File: src/rtl/mem_bus_arbiter_if.sv
// mem_bus_arbiter_if: CPU, DMA and memory-macro signals around the shared-memory arbiter.
// Signal prefixes are from the arbiter's side: i_ enters the arbiter, o_ leaves it.
interface mem_bus_arbiter_if #(
    parameter int MEMORY_WIDTH = 16
);
    logic                    i_cpu_req;
    logic [31:0]             i_cpu_addr;
    logic [31:0]             i_cpu_wdata;
    logic [3:0]              i_cpu_wb;
    logic [31:0]             o_cpu_rdata;
    logic                    o_cpu_stall;
    logic                    i_dma_req;
    logic                    i_dma_we;
    logic [31:0]             i_dma_addr;
    logic [31:0]             i_dma_wdata;
    logic                    o_dma_gnt;
    logic                    o_dma_valid;
    logic [31:0]             o_dma_rdata;
    logic                    o_mem_en;
    logic [3:0]              o_mem_wb;
    logic [MEMORY_WIDTH-1:0] o_mem_addr;
    logic [31:0]             o_mem_wdata;
    logic [31:0]             i_mem_rdata;

    modport slave (
        input  i_cpu_req, i_cpu_addr, i_cpu_wdata, i_cpu_wb,
        output o_cpu_rdata, o_cpu_stall,
        input  i_dma_req, i_dma_we, i_dma_addr, i_dma_wdata,
        output o_dma_gnt, o_dma_valid, o_dma_rdata,
        output o_mem_en, o_mem_wb, o_mem_addr, o_mem_wdata,
        input  i_mem_rdata
    );

    modport master (
        output i_cpu_req, i_cpu_addr, i_cpu_wdata, i_cpu_wb,
        input  o_cpu_rdata, o_cpu_stall,
        output i_dma_req, i_dma_we, i_dma_addr, i_dma_wdata,
        input  o_dma_gnt, o_dma_valid, o_dma_rdata,
        input  o_mem_en, o_mem_wb, o_mem_addr, o_mem_wdata,
        output i_mem_rdata
    );
endinterface

File: src/rtl/mem_bus_arbiter.sv
// mem_bus_arbiter: shares one single-port synchronous memory between the CPU (default owner) and a DMA requester.
// DMA bursts are bounded; at the limit a waiting CPU gets CPU_SLOT cycles before DMA may return.
module mem_bus_arbiter #(
    parameter int MEMORY_WIDTH  = 16,
    parameter int DMA_MAX_BURST = 16,
    parameter int CPU_SLOT      = 1
) (
    input logic                 i_clk,
    input logic                 i_rst,
    mem_bus_arbiter_if.slave    bus
);
    localparam int BW = (DMA_MAX_BURST > 1) ? $clog2(DMA_MAX_BURST) : 1;
    localparam int SW = $clog2(CPU_SLOT + 1);

    typedef enum logic {S_CPU, S_DMA} state_t;

    state_t          r_state;
    logic [BW-1:0]   r_burst_cnt;
    logic [SW-1:0]   r_slot_cnt;
    logic            r_rd_cpu;
    logic            r_rd_dma;
    logic [31:0]     r_cpu_rdata;
    logic            w_dma;
    logic            w_gnt;
    logic            w_last;
    logic [SW-1:0]   w_slot_nxt;

    always_comb begin
        w_dma      = r_state == S_DMA;
        w_gnt      = w_dma && bus.i_dma_req;
        w_last     = r_burst_cnt == BW'(DMA_MAX_BURST - 1);
        w_slot_nxt = (r_slot_cnt != '0) ? r_slot_cnt - 1'b1 : '0;
    end

    assign bus.o_mem_en    = !i_rst && (w_dma ? bus.i_dma_req : bus.i_cpu_req);
    assign bus.o_mem_wb    = i_rst ? 4'h0 : w_dma ? {4{bus.i_dma_we}} : bus.i_cpu_wb;
    assign bus.o_mem_addr  = w_dma ? bus.i_dma_addr[MEMORY_WIDTH+1:2] : bus.i_cpu_addr[MEMORY_WIDTH+1:2];
    assign bus.o_mem_wdata = w_dma ? bus.i_dma_wdata : bus.i_cpu_wdata;
    assign bus.o_cpu_stall = i_rst || w_dma;
    assign bus.o_dma_gnt   = w_gnt;
    assign bus.o_dma_valid = r_rd_dma;
    assign bus.o_dma_rdata = bus.i_mem_rdata;
    // A CPU read issued in the last CPU cycle stays visible for the whole DMA window.
    assign bus.o_cpu_rdata = r_rd_cpu ? bus.i_mem_rdata : r_cpu_rdata;

    always_ff @(posedge i_clk or posedge i_rst) begin
        if (i_rst) begin
            r_state     <= S_CPU;
            r_burst_cnt <= '0;
            r_slot_cnt  <= '0;
            r_rd_cpu    <= 1'b0;
            r_rd_dma    <= 1'b0;
            r_cpu_rdata <= '0;
        end else begin
            r_rd_cpu <= !w_dma && bus.i_cpu_req && bus.i_cpu_wb == 4'h0;
            r_rd_dma <= w_gnt && !bus.i_dma_we;
            if (r_rd_cpu)
                r_cpu_rdata <= bus.i_mem_rdata;
            if (!w_dma) begin
                // Handover once this cycle has used up the last owed CPU slot.
                r_slot_cnt <= w_slot_nxt;
                if (bus.i_dma_req && w_slot_nxt == '0) begin
                    r_state     <= S_DMA;
                    r_burst_cnt <= '0;
                end
            end else if (!bus.i_dma_req) begin
                r_state <= S_CPU;
            end else begin
                r_burst_cnt <= w_last ? '0 : r_burst_cnt + 1'b1;
                if (w_last && bus.i_cpu_req) begin
                    r_state    <= S_CPU;
                    r_slot_cnt <= SW'(CPU_SLOT);
                end
            end
        end
    end
endmodule

File: src/flat_wrapper.sv
// flat-port wrapper written by rule: the top's interface ports become plain ports
module mem_bus_arbiter_flat 
#(
    parameter int MEMORY_WIDTH  = 16,
    parameter int DMA_MAX_BURST = 16,
    parameter int CPU_SLOT      = 1
)
  (i_clk, i_rst, bus_i_cpu_req, bus_i_cpu_addr, bus_i_cpu_wdata, bus_i_cpu_wb, bus_o_cpu_rdata, bus_o_cpu_stall, bus_i_dma_req, bus_i_dma_we, bus_i_dma_addr, bus_i_dma_wdata, bus_o_dma_gnt, bus_o_dma_valid, bus_o_dma_rdata, bus_o_mem_en, bus_o_mem_wb, bus_o_mem_addr, bus_o_mem_wdata, bus_i_mem_rdata);
  mem_bus_arbiter_if #(.MEMORY_WIDTH(MEMORY_WIDTH)) bus_i ();
  input logic i_clk;
  input logic i_rst;
  input wire logic [$bits(bus_i.i_cpu_req)-1:0] bus_i_cpu_req;
  input wire logic [$bits(bus_i.i_cpu_addr)-1:0] bus_i_cpu_addr;
  input wire logic [$bits(bus_i.i_cpu_wdata)-1:0] bus_i_cpu_wdata;
  input wire logic [$bits(bus_i.i_cpu_wb)-1:0] bus_i_cpu_wb;
  output wire logic [$bits(bus_i.o_cpu_rdata)-1:0] bus_o_cpu_rdata;
  output wire logic [$bits(bus_i.o_cpu_stall)-1:0] bus_o_cpu_stall;
  input wire logic [$bits(bus_i.i_dma_req)-1:0] bus_i_dma_req;
  input wire logic [$bits(bus_i.i_dma_we)-1:0] bus_i_dma_we;
  input wire logic [$bits(bus_i.i_dma_addr)-1:0] bus_i_dma_addr;
  input wire logic [$bits(bus_i.i_dma_wdata)-1:0] bus_i_dma_wdata;
  output wire logic [$bits(bus_i.o_dma_gnt)-1:0] bus_o_dma_gnt;
  output wire logic [$bits(bus_i.o_dma_valid)-1:0] bus_o_dma_valid;
  output wire logic [$bits(bus_i.o_dma_rdata)-1:0] bus_o_dma_rdata;
  output wire logic [$bits(bus_i.o_mem_en)-1:0] bus_o_mem_en;
  output wire logic [$bits(bus_i.o_mem_wb)-1:0] bus_o_mem_wb;
  output wire logic [$bits(bus_i.o_mem_addr)-1:0] bus_o_mem_addr;
  output wire logic [$bits(bus_i.o_mem_wdata)-1:0] bus_o_mem_wdata;
  input wire logic [$bits(bus_i.i_mem_rdata)-1:0] bus_i_mem_rdata;
  assign bus_i.i_cpu_req = bus_i_cpu_req;
  assign bus_i.i_cpu_addr = bus_i_cpu_addr;
  assign bus_i.i_cpu_wdata = bus_i_cpu_wdata;
  assign bus_i.i_cpu_wb = bus_i_cpu_wb;
  assign bus_o_cpu_rdata = bus_i.o_cpu_rdata;
  assign bus_o_cpu_stall = bus_i.o_cpu_stall;
  assign bus_i.i_dma_req = bus_i_dma_req;
  assign bus_i.i_dma_we = bus_i_dma_we;
  assign bus_i.i_dma_addr = bus_i_dma_addr;
  assign bus_i.i_dma_wdata = bus_i_dma_wdata;
  assign bus_o_dma_gnt = bus_i.o_dma_gnt;
  assign bus_o_dma_valid = bus_i.o_dma_valid;
  assign bus_o_dma_rdata = bus_i.o_dma_rdata;
  assign bus_o_mem_en = bus_i.o_mem_en;
  assign bus_o_mem_wb = bus_i.o_mem_wb;
  assign bus_o_mem_addr = bus_i.o_mem_addr;
  assign bus_o_mem_wdata = bus_i.o_mem_wdata;
  assign bus_i.i_mem_rdata = bus_i_mem_rdata;
  mem_bus_arbiter #(.MEMORY_WIDTH(MEMORY_WIDTH), .DMA_MAX_BURST(DMA_MAX_BURST), .CPU_SLOT(CPU_SLOT)) u_core (.i_clk(i_clk), .i_rst(i_rst), .bus(bus_i));
endmodule
File: config.mk
export PLATFORM = sky130hd
export DESIGN_NAME = mem_bus_arbiter_flat
export DESIGN_NICKNAME = d
export VERILOG_FILES = /design/src/rtl/mem_bus_arbiter_if.sv /design/src/rtl/mem_bus_arbiter.sv /design/src/flat_wrapper.sv
export SDC_FILE = /design/constraint.sdc
export NUM_CORES = 1
export LEC_CHECK = 0
export ABC_AREA = 1
export BUFFER_PORTS_ARGS = -buffer_cell sky130_fd_sc_hd__buf_2
export CAP_MARGIN = 30
export CORE_AREA = 2 2 114 116
export CTS_BUF_LIST = sky130_fd_sc_hd__clkbuf_8
export CTS_CLUSTER_DIAMETER = 40
export DETAILED_ROUTE_END_ITERATION = 8
export DIE_AREA = 0 0 116 118
export PLACE_DENSITY = 0.59
export SLEW_MARGIN = 40
export SYNTH_ARGS = -nofsm -noshare
export SYNTH_HDL_FRONTEND = slang
export SYNTH_SLANG_ARGS = --single-unit
File: constraint.sdc
create_clock -name i_clk -period 1.25 [get_ports i_clk]
set_input_delay 0 -clock i_clk [delete_from_list [all_inputs] [get_ports i_clk]]
set_output_delay 0 -clock i_clk [all_outputs]
set_load 0.1 [all_outputs]
==> results of run 1 <==
-- logic make-up (layout without fill, tap and decap cells) --
family,count (synthesis),after routing,share of synthesized area [%]
AO/OA/AOI/OAI,9,9,1.95
XOR/XNOR,1,1,0.341
adder cells (fa/ha/maj),1,1,0.487
buffers and inverters,58,334,16.4
flip-flops,39,39,38.0
multiplexers,32,32,18.4
AND/OR/NAND/NOR,161,161,24.3
-- synth_stat cells, types with 2 or more instances --
| cell type | count |
|---|---|
| sky130_fd_sc_hd__buf_2 | 9 |
| sky130_fd_sc_hd__buf_6 | 3 |
| sky130_fd_sc_hd__buf_12 | 3 |
| sky130_fd_sc_hd__nand3_1 | 4 |
| sky130_fd_sc_hd__nand4_1 | 2 |
| sky130_fd_sc_hd__mux2_2 | 2 |
| sky130_fd_sc_hd__nor2_1 | 2 |
| sky130_fd_sc_hd__mux2_4 | 30 |
| sky130_fd_sc_hd__o21ai_0 | 5 |
| sky130_fd_sc_hd__nand2_1 | 151 |
| sky130_fd_sc_hd__buf_4 | 32 |
| sky130_fd_sc_hd__inv_1 | 9 |
| sky130_fd_sc_hd__dfrtp_1 | 39 |
-- worst max path at each step --
stage,from,end,slack [ns],depth (start not counted)
floorplan,u_core.r_state$_DFF_PP0_,bus_o_mem_wb[0],-0.19,5
global placement,u_core.r_state$_DFF_PP0_,bus_o_mem_wdata[10],0.08,5
detailed placement,u_core.r_state$_DFF_PP0_,bus_o_mem_addr[8],0.04,5
CTS,u_core.r_rd_cpu$_DFF_PP0_,bus_o_cpu_rdata[19],-0.24,3
global route,u_core.r_rd_cpu$_DFF_PP0_,bus_o_cpu_rdata[20],-0.27,3
finish,u_core.r_rd_cpu$_DFF_PP0_,bus_o_cpu_rdata[19],-0.22,3
-- worst max-delay path, stage by stage (launching register included) --
cell	delay, ns
sky130_fd_sc_hd__dfrtp_2	0.44
sky130_fd_sc_hd__buf_12	0.21
sky130_fd_sc_hd__mux2_4	0.34
sky130_fd_sc_hd__buf_12	0.17
-- area by class of cell --
cell class | instances | area, um^2
inverter | 11 | 65.1
tap | 172 | 215
clock buffer | 5 | 68.8
multi-input combinational | 204 | 1530
clock inverter | 3 | 63.8
timing repair buffer | 315 | 3320
fill | 1095 | 6170
sequential | 39 | 978
-- power breakdown --
group / leakage [uW] / internal (uW) / switching, uW
registers: 0.000500 / 1470 / 85.9
clock network: 0.0000695 / 790 / 466
logic: 0.00261 / 2040 / 3800
-- stage by stage --
stage | TNS (ns) | cell area, um^2 | std cells
after floorplan | -0.792 | 2770 | 301
after global placement | 0 | 5280 | 689
final | -15.82 | 6250 | 749
after global routing | -20.66 | 6250 | 749
after CTS | -16.91 | 6020 | 745
after detailed placement | 0 | 5280 | 689
-- metal layers --
metal  track usage [%]  up-vias
met5                 0        -
met2              28.4      150
met1              15.2     1426
met3              4.79       15
met4              3.65        0
li1                  -     1455
-- sequential cells by signal (all words and copies together) (netlist names) --
register and cells:
u_core.r_burst_cnt 4, u_core.r_rd_cpu 1, u_core.r_cpu_rdata 32, u_core.bus.o_dma_valid 1, u_core.r_state 1
-- timing repair --
item / in CTS / in global routing
gates resized for setup: 26 / 42
pin swaps: 2 / 7
cloned: 3 / 4
endpoints found under the setup margin: 87 / 88
hold endpoints to repair: 40 / 0
hold buffers: 36 / 0
setup buffers: 9 / 1
-- cell usage in the layout, fill, tap and decap left out --
master / n
sky130_fd_sc_hd__dfrtp_1: 37
sky130_fd_sc_hd__clkbuf_8: 5
sky130_fd_sc_hd__mux2_2: 1
sky130_fd_sc_hd__dfrtp_2: 2
sky130_fd_sc_hd__nand4_1: 2
sky130_fd_sc_hd__nand2_8: 2
sky130_fd_sc_hd__clkinvlp_4: 1
sky130_fd_sc_hd__a31oi_1: 1
sky130_fd_sc_hd__buf_2: 169
sky130_fd_sc_hd__xnor2_1: 1
sky130_fd_sc_hd__inv_8: 1
sky130_fd_sc_hd__nand2_2: 71
sky130_fd_sc_hd__inv_1: 9
sky130_fd_sc_hd__clkbuf_16: 4
sky130_fd_sc_hd__nand3_1: 3
sky130_fd_sc_hd__a21oi_4: 1
sky130_fd_sc_hd__o21ai_4: 4
sky130_fd_sc_hd__buf_16: 4
sky130_fd_sc_hd__clkinv_8: 1
sky130_fd_sc_hd__mux2_4: 31
sky130_fd_sc_hd__dlygate4sd3_1: 36
sky130_fd_sc_hd__o21ai_1: 1
sky130_fd_sc_hd__buf_6: 4
sky130_fd_sc_hd__ha_1: 1
sky130_fd_sc_hd__bufinv_16: 2
sky130_fd_sc_hd__buf_4: 8
sky130_fd_sc_hd__o21ai_0: 1
sky130_fd_sc_hd__nor2_1: 2
sky130_fd_sc_hd__a22o_1: 1
sky130_fd_sc_hd__nand3_4: 1
sky130_fd_sc_hd__nand2_4: 12
sky130_fd_sc_hd__nand2_1: 68
sky130_fd_sc_hd__buf_12: 90
==> impl_results.md, run 1 <==
- Area share of the leading cell type in the synthesized netlist: 38.0%
- Wire per inst: 14.6 um
- Launching element type of the critical path: flip-flop
- Total congestion overflow: 0
- Number of placement rows: 41
- Layout cell share with drive strength beyond 1: 71.8%
- Critical Setup Path Class: reg -> out
- Fraction of registers with async set or reset after synthesis: 100%
- Global Route Usage Sum: 14.8%
- Critical path required time: 1.25 ns
- Antenna Diode Count: 0
- Total detailed-routing wirelength: 11.0 mm
- Net count, final: 746
- Worst-case hold path end point: u_core.r_rd_cpu$_DFF_PP0_
- Power density over cell area: 1380 nW/um^2
- X dimension of the die: 116 um
- Met1 routed wirelength after detailed routing: 3.81 mm
- Relative slew margins: 66.8%
- Initial antenna violation count: 0
- Amount of wire on met3 after detailed routing: 914 um
- Post-route clock period utilization: 118%
- Die ar.: 13700 um^2
- Detailed Route Iter0 Violations: 111
- Number of distinct library cell variants in the gate-level netlist after synthesis: 23
- Worst reg2reg setup slack: 0.08 ns
- Final hold violations: 0
- Final setup viols: 87
- CTS sink count: 39
- Failing checks: negative setup slack
- MaxCap Viol Count: 0
- Count of mapped cells out of synthesis: 301
- Total count of max-transition violations in the final report: 0
- Starting Density: 20.7%
- Area growth from synthesis to layout: 143%
- Inserted Clock Buffers: 5
- Met2 Routed Length: 6.08 mm
- Classification of the worst-slack hold path: in -> reg
- DP Worst Slack: 0.0415 ns
- DIE HEIGHT: 118 um
- Outcome: complete, but fails checks
- Sequential share of the synthesized area: 38.0%
- Number of global-route vias before repair: 3234
- Largest net degree at the start of global routing: 35
- Highest routing layer actually used: met4
- Maximum vdd drop: 0.00122 V
- Worst setup EP type: output pin
- Worst-margin pin slew: 0.502 ns
- Hold Path Cell Cnt: 4
- Share of the core filled with cells: 50.3%
- Final Total Pwr: 8650 uW
- PortBufs: 256
- HPWL after detailed placement: 7.54 mm
- Most used flip-flop cell after synthesis: sky130_fd_sc_hd__dfrtp_1
- Cell taking the most area after synthesis: sky130_fd_sc_hd__dfrtp_1
- Global-route wire length before repair: 16.2 mm
- Number of top-level design ports: 289
- Final period demand of the worst path: 1.47 ns
- Startpoint of the most critical register-to-register path: u_core.r_state$_DFF_PP0_
- CTS tree: yes
- Capture instance of the worst register-to-register path: u_core.r_burst_cnt[1]$_DFFE_PP0P_
- Clock tree buffer depth: 2
- Hold slack final: 0.0133 ns
- Latest clock arrival within the worst-skew pair: 0.29 ns
- Synth area leaders: sky130_fd_sc_hd__dfrtp_1 38%, sky130_fd_sc_hd__nand2_1 22%, sky130_fd_sc_hd__mux2_4 18%
- Htree depth: 2
- Post-CTS clock slew at the launch and capture registers of the worst setup and hold paths: 0.08 ns
- Number of antenna-violating nets in the routed design: 0
- Weighted congestion at the end of routability-driven global placement: 0.761
- Static leakage: 0.00318 uW
- Largest fanout on the critical path: 19
- Flop and latch count out of synthesis: 39
- Routed via count divided by cell count: 4.07
- Worst Hold Launch: bus_i_cpu_wb[0]
- Syn Nets: 471
- Synthesized area: 2570 um^2
- Ys Warns: 0
- Overall via count from detail_route: 3046
- FF-to-FF path depth: 5
- Highest clock rate: 678 MHz
- Placeable core area: 12400 um^2
- Count of flip-flops with a built-in enable after synthesis: 0
- Arrival time at the worst endpoint: 1.47 ns
- Unrepaired setup endpoints after global routing: yes
- Root Buffer Master: sky130_fd_sc_hd__clkbuf_8
- Number of iterations in the first detailed-routing pass: 5
- Worst path setup slack after routing: -0.225 ns
- Avg Synthesized Cell Area: 8.53 um^2
- Largest clock skew in the final design: 0.00664 ns
- Remaining design rule violation count: 0
Note: power is estimated with default switching activity, not from simulation.
==> run 2, diff against run 1 <==
--- a/config.mk
+++ b/config.mk
@@ -13,7 +13,7 @@
 export CTS_CLUSTER_DIAMETER = 40
 export DETAILED_ROUTE_END_ITERATION = 8
 export DIE_AREA = 0 0 116 118
-export PLACE_DENSITY = 0.59
+export PLACE_DENSITY_LB_ADDON = 0.15
 export SLEW_MARGIN = 40
 export SYNTH_ARGS = -nofsm -noshare
 export SYNTH_HDL_FRONTEND = slang
==> run 2 against run 1 <==
The flow finishes with violations (negative hold slack, negative setup slack). First-iteration DRC count shrank 45%. Clock skew grew 0.012 ns. Highest routed layer unchanged. Critical path type unchanged. Combinational power is essentially flat.
==> impl_results.md, run 2 (synthesized netlist as in run 1, its figures left out) <==
- Outcome: complete, but fails checks
- Failing checks: negative hold slack, negative setup slack
- Cell with the most instances on the worst path: sky130_fd_sc_hd__buf_12
- Root Buffer Master: sky130_fd_sc_hd__clkbuf_8
- MaxCap Viol Count: 0
- Startpoint of the most critical register-to-register path: u_core.r_state$_DFF_PP0_
- Unrepaired setup endpoints after global routing: yes
- Net count, final: 742
- Weighted congestion at the end of routability-driven global placement: 0.768
- Power density over cell area: 1340 nW/um^2
- Worst path setup slack after routing: -0.193 ns
- Number of fill cells: 1123
- Share of the core filled with cells: 50.7%
- Largest net degree at the start of global routing: 35
- Worst setup EP type: output pin
- Wire per inst: 13.6 um
- Layout cell share with drive strength beyond 1: 75.0%
- Flip-flop count of the largest register, all copies and words added: 32
- Number of top-level design ports: 289
- Finished layout cell area: 6290 um^2
- Total detailed-routing wirelength: 10.1 mm
- Maximum vdd drop: 0.000581 V
- Highest clock rate: 693 MHz
- Relative slew margins: 65.7%
- Clock tree buffer depth: 2
- Sequential cell fraction of total power: 18.3%
- Inserted Clock Buffers: 5
- Post-CTS clock slew at the launch and capture registers of the worst setup and hold paths: 0.09 ns
- Largest clock skew in the final design: 0.0189 ns
- Worst-margin pin slew: 0.519 ns
- Share of total power consumed by net switching: 51.2%
- Final setup viols: 87
- Area growth from synthesis to layout: 145%
- Final hold violations: 7
- Antenna Diode Count: 0
- PortBufs: 256
- DIE HEIGHT: 118 um
- Die ar.: 13700 um^2
- HPWL after detailed placement: 7.77 mm
- Global-route wire length before repair: 15.6 mm
- Switching pwr: 4310 uW
- Number of antenna-violating nets in the routed design: 0
- Critical Setup Path Class: reg -> out
- Post-placement cell area: 5300 um^2
- CTS tree: yes
- Launching element type of the critical path: flip-flop
- Post-route clock period utilization: 115%
- Hold slack final: -0.00986 ns
- Routed via count divided by cell count: 3.91
- Combinational Power Share: 69.5%
- Detailed Route Iter0 Violations: 61
- X dimension of the die: 116 um
- Number of global-route vias before repair: 3088
- Number of placement rows: 41
- Classification of the worst-slack hold path: in -> async
- Static leakage: 0.00320 uW
- Largest registers: u_core.r_cpu_rdata x32, u_core.r_burst_cnt x4
- Design internal power: 4110 uW
- Critical Path Slowest Stage Cell: sky130_fd_sc_hd__dfrtp_2
- Arrival time at the worst endpoint: 1.44 ns
- Total congestion overflow: 0
- Global Route Usage Sum: 14.6%
- Initial antenna violation count: 0
- Delay of the slowest cell on the worst path: 0.43 ns
- Critical path cell sequence: buf_12 -> mux2_4 -> buf_12
- Remaining design rule violation count: 0
- Number of iterations in the first detailed-routing pass: 4
- Clock power frac: 12.2%
- Largest fanout on the critical path: 19
- Final period demand of the worst path: 1.44 ns
- Total count of max-transition violations in the final report: 0
- Final Total Pwr: 8410 uW
- Overall via count from detail_route: 2913
- Htree depth: 2
- Register bank with the most flops: u_core.r_cpu_rdata
- CTS sink count: 39
- Starting Density: 20.7%
- Critical path required time: 1.25 ns
- Placeable core area: 12400 um^2
- Most frequent cells in the layout: 169 x sky130_fd_sc_hd__buf_2, 94 x sky130_fd_sc_hd__buf_12, 71 x sky130_fd_sc_hd__nand2_2
- Latest clock arrival within the worst-skew pair: 0.29 ns
- Most common cell after layout, fill and taps aside: sky130_fd_sc_hd__buf_2
- Critical path origin: u_core.r_rd_cpu$_DFF_PP0_
[run 2: metal layers]
metal  global-route usage [%]  wire [um]  vias to the layer above
met2                     28.1       5810                      120
met4                     3.57        155                        0
met5                        0          0                        -
met1                     15.8       3530                     1336
li1                         -          -                     1449
met3                     2.99        623                        8
[run 2: per-stage QoR]
step | std cells | TNS (ns) | setup slack, ns | hold WS [ns]
detailed placement | 692 | 0 | 0.0451 | -0.0199
finish | 745 | -11.77 | -0.193 | -0.00986
floorplan | 301 | -0.792 | -0.193 | 0.0119
CTS | 747 | -14.61 | -0.214 | 0.000621
global placement | 692 | 0 | 0.0945 | -0.0226
global route | 745 | -17.00 | -0.249 | 0.00482
[run 2: cell type report]
cell class | count | area [um^2] | area share (%)
Timing Repair Buffer | 311 | 3280 | 52.2
Multi-Input combinational cell | 204 | 1650 | 26.3
Sequential cell | 39 | 978 | 15.5
Tap cell | 172 | 215 | 3.42
Clock buffer | 5 | 68.8 | 1.09
Inverter | 11 | 50.0 | 0.795
Clock inverter | 3 | 41.3 | 0.656
[run 2: worst paths after layout]
check / to / slack (ns) / depth (start not counted)
worst min-delay path: u_core.r_cpu_rdata[27]$_DFF_PP0_ / -0.01 / 3
worst min register to register: u_core.r_cpu_rdata[7]$_DFF_PP0_ / 0.51 / 1
worst max-delay path: bus_o_cpu_rdata[6] / -0.19 / 3
min in group i_clk: u_core.r_cpu_rdata[10]$_DFF_PP0_ / 0.01 / 2
worst max register to register: u_core.r_burst_cnt[3]$_DFFE_PP0P_ / 0.10 / 7
max in group asynchronous: u_core.r_rd_cpu$_DFF_PP0_ / 0.74 / 3
[run 2: timing repair]
item	4_1_cts	5_1_grt
hold buffers	33	0
setup buffers	9	0
resized for setup	63	43
pin swaps	10	7
hold endpoints to repair	35	0
gates cloned	5	0
endpoints found under the setup margin	86	87
[run 2: worst max-delay path: cells and delay by family, from the launching register on]
family | cells | cell delay [ns]
flip-flops | 1 | 0.43
buffers and inverters | 2 | 0.37
multiplexers | 1 | 0.34
[run 2: power by group through the flow]
stage	clock network [uW]	logic (uW)	registers [uW]
floorplan	0	3690	1550
global placement	0	5560	1550
detailed placement	0	5570	1560
CTS	1080	5850	1540
global route	1120	6020	1560
finish	1020	5850	1540
==> run 3, diff against run 2 <==
--- a/config.mk
+++ b/config.mk
@@ -5,14 +5,13 @@
 export SDC_FILE = /design/constraint.sdc
 export NUM_CORES = 1
 export LEC_CHECK = 0
-export ABC_AREA = 1
 export BUFFER_PORTS_ARGS = -buffer_cell sky130_fd_sc_hd__buf_2
 export CAP_MARGIN = 30
-export CORE_AREA = 2 2 114 116
+export CORE_AREA = 2 2 113 115
 export CTS_BUF_LIST = sky130_fd_sc_hd__clkbuf_8
 export CTS_CLUSTER_DIAMETER = 40
 export DETAILED_ROUTE_END_ITERATION = 8
-export DIE_AREA = 0 0 116 118
+export DIE_AREA = 0 0 115 117
 export PLACE_DENSITY_LB_ADDON = 0.15
 export SLEW_MARGIN = 40
 export SYNTH_ARGS = -nofsm -noshare
==> run 3 against run 2 <==
The run ends with negative setup slack left. First-iteration DRC count shrank 18%. Via count shrank 16%. Die area shrank 1.7%. Cell count shrank 17%. Setup slack lost 0.049 ns. Clock-buffer cell count is the same. Largest cell class unchanged.
==> impl_results.md, run 3 <==
- Flip-flop count of the largest register, all copies and words added: 32
- Largest fanout on the critical path: 30
- CTS tree: yes
- Net count, final: 637
- Largest clock skew in the final design: 0.00791 ns
- Placeable core area: 12300 um^2
- Avg Synthesized Cell Area: 12.4 um^2
- Flop and latch count out of synthesis: 39
- Number of antenna-violating nets in the routed design: 0
- Remaining design rule violation count: 0
- Number of fill cells: 1186
- Post-placement cell area: 4400 um^2
- Critical path origin: u_core.r_state$_DFF_PP0_
- Number of iterations in the first detailed-routing pass: 4
- Critical path required time: 1.25 ns
- Cell taking the most area after synthesis: sky130_fd_sc_hd__dfrtp_1
- Htree depth: 2
- Count of flip-flops with a built-in enable after synthesis: 0
- Syn Nets: 368
- CTS sink count: 39
- DP Worst Slack: -0.0405 ns
- Critical path cell sequence: buf_12 -> mux2_2 -> buf_6
- Post-CTS clock slew at the launch and capture registers of the worst setup and hold paths: 0.08 ns
- Synth area leaders: sky130_fd_sc_hd__dfrtp_1 40%, sky130_fd_sc_hd__mux2_2 35%, sky130_fd_sc_hd__buf_4 9.8%
- Relative slew margins: 65.9%
- Total detailed-routing wirelength: 8.93 mm
- Number of placement rows: 41
- DIE HEIGHT: 117 um
- HPWL after detailed placement: 6.78 mm
- PortBufs: 256
- Unrepaired setup endpoints after global routing: yes
- Total congestion overflow: 0
- Final hold violations: 0
- Outcome: complete, but fails checks
- Inserted Clock Buffers: 5
- X dimension of the die: 115 um
- Largest registers: u_core.r_cpu_rdata x32, u_core.r_burst_cnt x4
- End of the critical path: bus_o_mem_addr[14]
- Worst setup EP type: output pin
- Worst reg2reg setup slack: 0.08 ns
- Startpoint of the most critical register-to-register path: u_core.r_burst_cnt[0]$_DFFE_PP0P_
- Initial antenna violation count: 0
- Post-route clock period utilization: 119%
- Final setup viols: 87
- Global Route Usage Sum: 11.7%
- Launching element type of the critical path: flip-flop
- Worst-margin pin slew: 0.515 ns
- Worst path setup slack after routing: -0.243 ns
- Ys Warns: 0
- Antenna Diode Count: 0
- Power density over cell area: 1490 nW/um^2
- Final sum of negative setup slack: -18.15 ns
- Capture instance of the worst register-to-register path: u_core.r_burst_cnt[3]$_DFFE_PP0P_
- Final period demand of the worst path: 1.49 ns
- Most used flip-flop cell after synthesis: sky130_fd_sc_hd__dfrtp_1
- Failing checks: negative setup slack
- Root Buffer Master: sky130_fd_sc_hd__clkbuf_8
- Share of the core filled with cells: 43.0%
- Overall via count from detail_route: 2443
- Most common cell after layout, fill and taps aside: sky130_fd_sc_hd__buf_2
- Synthesized area: 2460 um^2
- Area share of the leading cell type in the synthesized netlist: 39.7%
- Clock tree buffer depth: 2
- Register bank with the most flops: u_core.r_cpu_rdata
- Number of distinct library cell variants in the gate-level netlist after synthesis: 27
- Routed via count divided by cell count: 3.95
- Weighted congestion at the end of routability-driven global placement: 0.621
- Delay of the slowest cell on the worst path: 0.42 ns
- Wire per inst: 14.4 um
- Critical Setup Path Class: reg -> out
- Number of top-level design ports: 289
- Total count of max-transition violations in the final report: 0
- Finished layout cell area: 5290 um^2
- Count of mapped cells out of synthesis: 198
- Die ar.: 13500 um^2
- Starting Density: 20.0%
- Count leader, synth: sky130_fd_sc_hd__mux2_2
- Fraction of registers with async set or reset after synthesis: 100%
- Global-route wire length before repair: 12.5 mm
- Hold slack final: 0.00959 ns
- Classification of the worst-slack hold path: in -> reg
- MaxCap Viol Count: 0
- Arrival time at the worst endpoint: 1.49 ns
- Latest clock arrival within the worst-skew pair: 0.29 ns
- Sequential share of the synthesized area: 39.7%
- Layout cell share with drive strength beyond 1: 78.8%
- Most frequent cells after synthesis: 76 x sky130_fd_sc_hd__mux2_2, 39 x sky130_fd_sc_hd__dfrtp_1, 32 x sky130_fd_sc_hd__buf_4
- Number of global-route vias before repair: 2545
- Static leakage: 0.00262 uW
- Highest clock rate: 670 MHz
- Detailed Route Iter0 Violations: 50
- Maximum vdd drop: 0.000482 V
- FF-to-FF path depth: 4
- Critical Path Slowest Stage Cell: sky130_fd_sc_hd__dfrtp_2
- Area growth from synthesis to layout: 115%
- Most frequent cells in the layout: 169 x sky130_fd_sc_hd__buf_2, 46 x sky130_fd_sc_hd__mux2_2, 46 x sky130_fd_sc_hd__buf_12
- Largest net degree at the start of global routing: 31
run 3: changes by cell type after synthesis, sizes merged, moves of 3 or more:
cell	before	now
a21oi	1	6
buf	47	40
clkbuf	0	3
inv	10	5
mux2	32	80
nand2	153	3
nand2b	0	5
o21ai	6	2
run 3: worst min path at each step:
stage	slack [ns]	endpoint	cells past startpoint	startpoint
2_1_floorplan	0.07	u_core.bus.o_dma_valid$_DFF_PP0_	1	bus_i_dma_we
6_report	0.01	u_core.r_cpu_rdata[7]$_DFF_PP0_	2	bus_i_mem_rdata[7]
5_1_grt	0.01	u_core.r_cpu_rdata[7]$_DFF_PP0_	2	bus_i_mem_rdata[7]
3_5_place_dp	0.20	u_core.r_burst_cnt[3]$_DFFE_PP0P_	3	i_rst
4_1_cts	0.002	u_core.r_cpu_rdata[7]$_DFF_PP0_	2	bus_i_mem_rdata[7]
3_3_place_gp	0.19	u_core.r_burst_cnt[3]$_DFFE_PP0P_	3	i_rst
run 3: cell type report:
| cell class | instances | area (um^2) | area share [%] |
|---|---|---|---|
| timing repair buffer | 305 | 2710 | 51.2 |
| clock buffer | 5 | 68.8 | 1.30 |
| tap | 150 | 188 | 3.55 |
| clock inverter | 3 | 20.0 | 0.379 |
| multi-input combinational | 111 | 1310 | 24.7 |
| sequential | 39 | 978 | 18.5 |
| inverter | 5 | 18.8 | 0.355 |
run 3: logic make-up (layout without fill, tap and decap cells):
| group | after synthesis | in the layout | synth area share [%] |
|---|---|---|---|
| muxes | 80 | 80 | 36.6 |
| DFF | 39 | 39 | 39.7 |
| AOI/OAI and AO/OA | 13 | 13 | 3.31 |
| adders and majority gates | 1 | 1 | 0.509 |
| buffers and inverters | 48 | 318 | 15.8 |
| and+or+nand+nor | 17 | 17 | 4.07 |
run 3: where the power goes:
part	total (uW)	leakage, uW	internal (uW)	switching [uW]
Sequential	1570	0.000499	1490	79.0
Combinational	5440	0.00208	1810	3630
Clock	850	0.0000402	389	461
run 3: repair_timing:
| item | in CTS | in global routing |
|---|---|---|
| cloned | 0 | 2 |
| buffers inserted | 0 | 0 |
| hold endpoints to repair | 73 | 1 |
| endpoints found under the setup margin | 87 | 87 |
| gates resized for setup | 116 | 4 |
| hold buffers | 36 | 1 |
run 3: metal layers:
metal  global-route usage (%)  vias up  wire length, um
met2                     21.0       93             4880
li1                         -     1193                -
met3                     1.96        2              391
met5                        0        -                0
met1                     14.8     1155             3620
met4                     2.73        0               44
run 3: metrics by stage:
stage               power (uW)  std cells
floorplan                 5170        198
global placement          6640        571
detailed placement        6660        571
CTS                       7930        615
global route              8130        618
finish                    7860        618
run 3: critical path, delay by kind of cell, from the launching register on:
family / cells / cell delay, ns
buf+inv: 2 / 0.40
flops: 1 / 0.42
mux: 1 / 0.37
